`src/rtl/mux_scan_sequencer_pkg.sv`:
```
// Shared definitions for the mux scan sequencer: FSM state encodings, word and
// counter widths, and the counter control bundle passed between FSM and counter.
package mux_scan_sequencer_pkg;

  localparam int MUX_W = 16;
  localparam int SEL_W = 4;
  localparam int CNT_W = 4;

  localparam logic [1:0] ST_IDLE   = 2'd0;
  localparam logic [1:0] ST_SETTLE = 2'd1;
  localparam logic [1:0] ST_SAMPLE = 2'd2;
  localparam logic [1:0] ST_DONE   = 2'd3;

  typedef struct packed {
    logic clr;
    logic cnt_en;
    logic sel_inc;
  } cnt_ctrl_t;

  // Value the settle counter holds in the last settle cycle before sampling.
  function automatic logic [CNT_W-1:0] settle_last(input int settle);
    return CNT_W'(settle - 1);
  endfunction

endpackage

```
`src/rtl/mux_scan_sequencer_scan_sel_counter.sv`:
```
// Settle-delay counter and mux select counter for the scan sequencer, with the
// terminal-count flags the FSM branches on.
module scan_sel_counter
  import mux_scan_sequencer_pkg::*;
#(
  parameter int SEL_W  = 4,
  parameter int SETTLE = 1
) (
  input  logic             clk,
  input  logic             rst,
  input  logic             clr,
  input  logic             cnt_en,
  input  logic             sel_inc,
  output logic [SEL_W-1:0] sel,
  output logic             settle_tc,
  output logic             last_sel
);

  logic [CNT_W-1:0] cnt_q;
  logic [CNT_W-1:0] cnt_d;
  logic [SEL_W-1:0] sel_q;
  logic [SEL_W-1:0] sel_d;

  // Advancing the select also restarts the settle delay for the new path.
  always_comb begin
    cnt_d = cnt_q;
    sel_d = sel_q;
    if (clr) begin
      cnt_d = '0;
      sel_d = '0;
    end else begin
      if (cnt_en) begin
        cnt_d = cnt_q + 1'b1;
      end
      if (sel_inc) begin
        sel_d = sel_q + 1'b1;
        cnt_d = '0;
      end
    end
  end

  always_ff @(posedge clk) begin
    if (rst) begin
      cnt_q <= '0;
      sel_q <= '0;
    end else begin
      cnt_q <= cnt_d;
      sel_q <= sel_d;
    end
  end

  assign sel       = sel_q;
  assign settle_tc = (cnt_q == settle_last(SETTLE));
  assign last_sel  = &sel_q;

endmodule

```
`src/rtl/mux_scan_sequencer.sv`:
```
// Drives a 16:1 mux with a latched word, sweeps its select and reassembles the
// sampled output. Optional end-of-scan self-compare enabled by MUX_SCAN_CHECK_EN.
module mux_scan_sequencer
  import mux_scan_sequencer_pkg::*;
#(
  parameter int SEL_W  = 4,
  parameter int SETTLE = 1
) (
  input  logic                    clk,
  input  logic                    rst,
  input  logic                    start,
  input  logic [(1<<SEL_W)-1:0]   data_in,
  output logic [0:(1<<SEL_W)-1]   mux_w,
  output logic [SEL_W-1:0]        mux_s,
  input  logic                    mux_f,
  output logic                    ser_out,
  output logic                    ser_valid,
  output logic [0:(1<<SEL_W)-1]   result,
  output logic                    busy,
  output logic                    done,
  output logic                    mismatch
);

  localparam int WORD_W = 1 << SEL_W;

  logic [1:0]          state_q;
  logic [1:0]          state_d;
  logic [0:WORD_W-1]   mux_w_q;
  logic [0:WORD_W-1]   mux_w_d;
  logic [0:WORD_W-1]   result_q;
  logic [0:WORD_W-1]   result_d;
  logic                ser_out_q;
  logic                ser_out_d;
  logic                ser_valid_q;
  logic                ser_valid_d;
  logic                busy_q;
  logic                busy_d;
  logic                done_q;
  logic                done_d;

  cnt_ctrl_t           ctrl;
  logic [SEL_W-1:0]    sel;
  logic                settle_tc;
  logic                last_sel;

  scan_sel_counter #(
    .SEL_W  (SEL_W),
    .SETTLE (SETTLE)
  ) u_cnt (
    .clk       (clk),
    .rst       (rst),
    .clr       (ctrl.clr),
    .cnt_en    (ctrl.cnt_en),
    .sel_inc   (ctrl.sel_inc),
    .sel       (sel),
    .settle_tc (settle_tc),
    .last_sel  (last_sel)
  );

`ifdef MUX_SCAN_CHECK_EN
  logic mismatch_q;
  logic mismatch_d;
`endif

  // done is registered on the SAMPLE->DONE edge so it is high exactly in DONE.
  always_comb begin
    state_d     = state_q;
    mux_w_d     = mux_w_q;
    result_d    = result_q;
    ser_out_d   = ser_out_q;
    ser_valid_d = 1'b0;
    busy_d      = busy_q;
    done_d      = 1'b0;
    ctrl        = '0;
`ifdef MUX_SCAN_CHECK_EN
    mismatch_d  = mismatch_q;
`endif
    case (state_q)
      ST_IDLE: begin
        if (start) begin
          mux_w_d  = data_in;
          busy_d   = 1'b1;
          ctrl.clr = 1'b1;
          state_d  = ST_SETTLE;
`ifdef MUX_SCAN_CHECK_EN
          mismatch_d = 1'b0;
`endif
        end
      end
      ST_SETTLE: begin
        ctrl.cnt_en = 1'b1;
        if (settle_tc) begin
          state_d = ST_SAMPLE;
        end
      end
      ST_SAMPLE: begin
        result_d[sel] = mux_f;
        ser_out_d     = mux_f;
        ser_valid_d   = 1'b1;
        if (last_sel) begin
          done_d  = 1'b1;
          state_d = ST_DONE;
        end else begin
          ctrl.sel_inc = 1'b1;
          state_d      = ST_SETTLE;
        end
      end
      ST_DONE: begin
        busy_d  = 1'b0;
        state_d = ST_IDLE;
`ifdef MUX_SCAN_CHECK_EN
        // result_q already holds the final bit written by the preceding SAMPLE.
        mismatch_d = (result_q != mux_w_q);
`endif
      end
      default: begin
        state_d = ST_IDLE;
      end
    endcase
  end

  always_ff @(posedge clk) begin
    if (rst) begin
      state_q     <= ST_IDLE;
      mux_w_q     <= '0;
      result_q    <= '0;
      ser_out_q   <= 1'b0;
      ser_valid_q <= 1'b0;
      busy_q      <= 1'b0;
      done_q      <= 1'b0;
    end else begin
      state_q     <= state_d;
      mux_w_q     <= mux_w_d;
      result_q    <= result_d;
      ser_out_q   <= ser_out_d;
      ser_valid_q <= ser_valid_d;
      busy_q      <= busy_d;
      done_q      <= done_d;
    end
  end

`ifdef MUX_SCAN_CHECK_EN
  always_ff @(posedge clk) begin
    if (rst) begin
      mismatch_q <= 1'b0;
    end else begin
      mismatch_q <= mismatch_d;
    end
  end

  assign mismatch = mismatch_q;
`else
  assign mismatch = 1'b0;
`endif

  assign mux_w     = mux_w_q;
  assign mux_s     = sel;
  assign result    = result_q;
  assign ser_out   = ser_out_q;
  assign ser_valid = ser_valid_q;
  assign busy      = busy_q;
  assign done      = done_q;

endmodule
```
`config.mk`:
```
export PLATFORM = sky130hd
export DESIGN_NAME = mux_scan_sequencer
export DESIGN_NICKNAME = d
export VERILOG_FILES = /design/src/rtl/mux_scan_sequencer_pkg.sv /design/src/rtl/mux_scan_sequencer_scan_sel_counter.sv /design/src/rtl/mux_scan_sequencer.sv
export SDC_FILE = /design/constraint.sdc
export NUM_CORES = 1
export LEC_CHECK = 0
export BUFFER_PORTS_ARGS = -buffer_cell sky130_fd_sc_hd__clkbuf_2
export CAP_MARGIN = 30
export CORE_ASPECT_RATIO = 0.8
export CORE_UTILIZATION = 35
export CTS_CLUSTER_DIAMETER = 30
export DETAILED_ROUTE_END_ITERATION = 10
export MAX_ROUTING_LAYER = met4
export PLACE_DENSITY = 0.69
export RECOVER_POWER = 100
export SYNTH_ARGS = -nofsm -noshare
export SYNTH_HDL_FRONTEND = slang
export SYNTH_SLANG_ARGS = --single-unit
```
`constraint.sdc`:
```
create_clock -name clk -period 1.7 [get_ports clk]
set_input_delay 0.17 -clock clk [delete_from_list [all_inputs] [get_ports clk]]
set_output_delay 0.17 -clock clk [all_outputs]
set_load 0.03 [all_outputs]
```
==> impl_results.md <==
* Critical Path Start Type: flop
* Post-Synth Simple-Gate Area at 23.8%
* Commonest non-fill, non-tap cells in the layout: dfxtp_1 (46), clkbuf_1 (42), a21oi_1 (40)
* IO Port Bufs at 59
* Combinational family with the most area after synthesis: simple AND/OR/NAND/NOR gates
* Post-synthesis sequential area ratio at 48.1%
* Final Hold Viols at 0
* Fin nets at 312
* Sequential power share at 54.2%
* Synth area leaders: dfxtp_1 (48%), a21oi_1 (10%), nand2_1 (7.3%), o21ai_0 (5.2%), nand4_1 (4.9%)
* Skew-Pair Late Insertion Delay at 0.29 ns
* Max Root-Sink Buffers at 2
* Crit path max-delay family: simple AND/OR/NAND/NOR gates
* Commonest non-fill, non-tap cell in the layout: dfxtp_1
* Iter 0 DRT Violations at 80
* Final WS setup at 0.137 ns
* Post-CTS sizing at 0
* Layout area overhead at 19.5%
* H-tree depth at 2
* Yosys warns at 0
* WHS Path Cells at 3
* Clock sinks at 46
* Syn Std Cell Area at 1910 sq um
* Core area at 5120 sq um
* Setup tns final at 0 ns
* Initial antenna violation count at 0
* TritonCTS Buffers at 5
* Initial Utilization at 37.4%
* Worst Hold End: mux_w[4]$_SDFFE_PP0P_
* CP startpoint: u_cnt.sel[0]$_SDFFE_PP0P_
* Drt wl/cell at 12.7 um
* Sw frac at 27.5%
* Critical Path RT at 1.93 ns
* Worst Min Path Start: data_in[11]
* Clk root buf: clkbuf_8
* Non-Filler Instances at 349
* Worst Path Max Fanout at 7
* Crit path buffers/inverters at 0
* HP Class: primary input to flop
* Post-Place Cells at 341
* CP endpoint kind: flop
* Post-CTS Setup Inserts at 0
* IO Pins at 61
* DIE HEIGHT at 68.2 um
* Total track usage at 15.7%
* Psw at 0.586 mW
* Post-synth top area share at 48.1%
* Dpl hpwl at 3180 um
* Worst R2R End: u_cnt.sel[3]$_SDFFE_PP0P_
* Syn_area_per_cell at 8.29 sq um
* # fillers at 549
* Clock-pin slew on the worst setup and hold paths at 0.08 ns
* Die Width at 84.7 um
* Antenna-violating nets left at 0
* Compound-cell area share of the yosys netlist at 17.4%
* FMAX at 640 MHz
* Post-synthesis net count at 257
* Async set-reset flop share out of synthesis at 0%
* Final total power at 2.13 mW
* Critical path type: flop to flop
* Vias per cell at 5.03
* 1st-pass router iterations at 6
* Pre-CTS WS at 0.170 ns
* First-pass GRT wire length at 6800 um
* Critical-path cell list: ha_2 -> and3_1 -> or4_1 -> a21oi_1
* Internal power at 1.54 mW
* Lkg Pwr at 0.824 nW
* Clk network pwr share at 31.9%
* Flops & latches, synth at 46
* Residual DRC count at 0
* Grt ovf at 0
* Reg2Reg Setup Slack at 0.14 ns
* Num rows at 23
* DR vias at 1755
* RSZ-0062 raised after global routing: false
* Final period utilization at 91.9%
* Pin count of the biggest net entering global routing at 28
* Ant. Diodes at 0
* Mux contribution to synthesized area at 0.523%
* Max Clock Skew at 0.00402 ns
* Worst R2R Start: u_cnt.sel[0]$_SDFFE_PP0P_
* MaxCap Viol Count at 0
* Fin crit period at 1.56 ns
* Cell taking the most area after synthesis: dfxtp_1
* Vias in the first global route at 1436
* Reg2Reg Depth at 4
* XOR/XNOR share of the synthesized area at 0.915%
* Die Area at 5770 sq um
* WP depth at 4
* VDD IR max at 0.423 mV
* Worst path arrival time at 1.79 ns
* Yosys cell types at 34
* Total Wirelength at 4440 um
* Main synth FF type: dfxtp_1
* Fin. max-slew vios at 0
* Syn Inst Count at 231
* Max incr delay on CP at 0.48 ns
* Outcome: complete, no violations
* Logic gate share of total power at 13.9%
* Crit-path slowest cell: or4_1
* Gpl congestion at 0.784
* Final setup fails at 0
* CTS tree: done
* Ratio of cells with drive above 1 in the final layout at 11.8%
* Pwr Density at 929 nW/um^2
* Hold_buf cts at 0
* Post-synthesis adder-cell area fraction at 3.92%
* EDFF count, synth at 0
[cell usage after synthesis, types with 2 or more instances]
cell type,count
nand2b_1,6
nor2b_1,4
nand2_1,37
buf_2,4
nand3_1,6
ha_1,6
inv_1,5
buf_1,2
clkbuf_1,9
nand4_1,15
dfxtp_1,46
nand3b_1,5
a21oi_1,40
nor2_1,7
o21ai_0,20
[registers in the layout (all words and copies together) (netlist names)]
register and flops:
busy 1, result 16, u_cnt.cnt_q 4, done 1, ser_out 1, state_q 2
mux_w 16, u_cnt.sel 4, ser_valid 1
[final cells by class]
cell class	instances	area [sq um]	area share (%)
Tap cell	62	77.6	3.39
Inverter	5	18.8	0.821
Multi-Input combinational cell	163	897	39.2
Clock buffer	7	86.3	3.77
Timing Repair Buffer	65	282	12.3
Clock inverter	1	5.00	0.219
Sequential cell	46	921	40.3
[per-layer routing]
| layer | vias up | global-route usage (%) | share of wire (%) |
|---|---|---|---|
| met5 | - | - | 0 |
| met3 | 4 | 5.79 | 6.5 |
| met4 | 0 | 4.24 | 0.79 |
| li1 | 907 | - | - |
| met1 | 787 | 20.7 | 48 |
| met2 | 57 | 22.5 | 44 |
[worst max-delay path by stage]
| stage | to | slack, ns |
|---|---|---|
| floorplan | u_cnt.sel[3]$_SDFFE_PP0P_ | 0.04 |
| global placement | u_cnt.sel[3]$_SDFFE_PP0P_ | 0.20 |
| detailed placement | u_cnt.sel[3]$_SDFFE_PP0P_ | 0.17 |
| CTS | u_cnt.sel[3]$_SDFFE_PP0P_ | 0.14 |
| global route | u_cnt.sel[3]$_SDFFE_PP0P_ | 0.09 |
| finish | u_cnt.sel[3]$_SDFFE_PP0P_ | 0.14 |
[logic make-up after synthesis]
kind of cell               count (synthesis)
and+or+nand+nor                           89
AOI/OAI and AO/OA                         64
DFF                                       46
buffers and inverters                     22
adders and majority gates                  6
xor gates and xnor gates                   2
other                                      1
muxes                                      1
[through the flow]
step                      hold slack (ns)  area (sq um)  utilization [%]
after floorplan                     0.306          1920                -
after global placement              0.394          2250             44.0
after detailed placement            0.399          2250             44.0
after CTS                          0.0839          2350             45.8
after global routing               0.0693          2290             44.7
final                              0.0885          2290             44.7
[power by group through the flow]
stage	Clock [mW]	Combinational (mW)	Sequential, mW
final	0.679	0.295	1.15
after detailed placement	0	0.310	1.18
after global routing	0.756	0.324	1.16
after floorplan	0	0.154	1.24
after CTS	0.700	0.310	1.15
after global placement	0	0.308	1.18
[worst min-delay path: cells and delay by family]
family                 cells  cell delay (ns)
AO/OA/AOI/OAI              1             0.05
buffers and inverters      1             0.08
AND/OR/NAND/NOR            1             0.04
No activity file was read; power rests on OpenSTA's default activity.
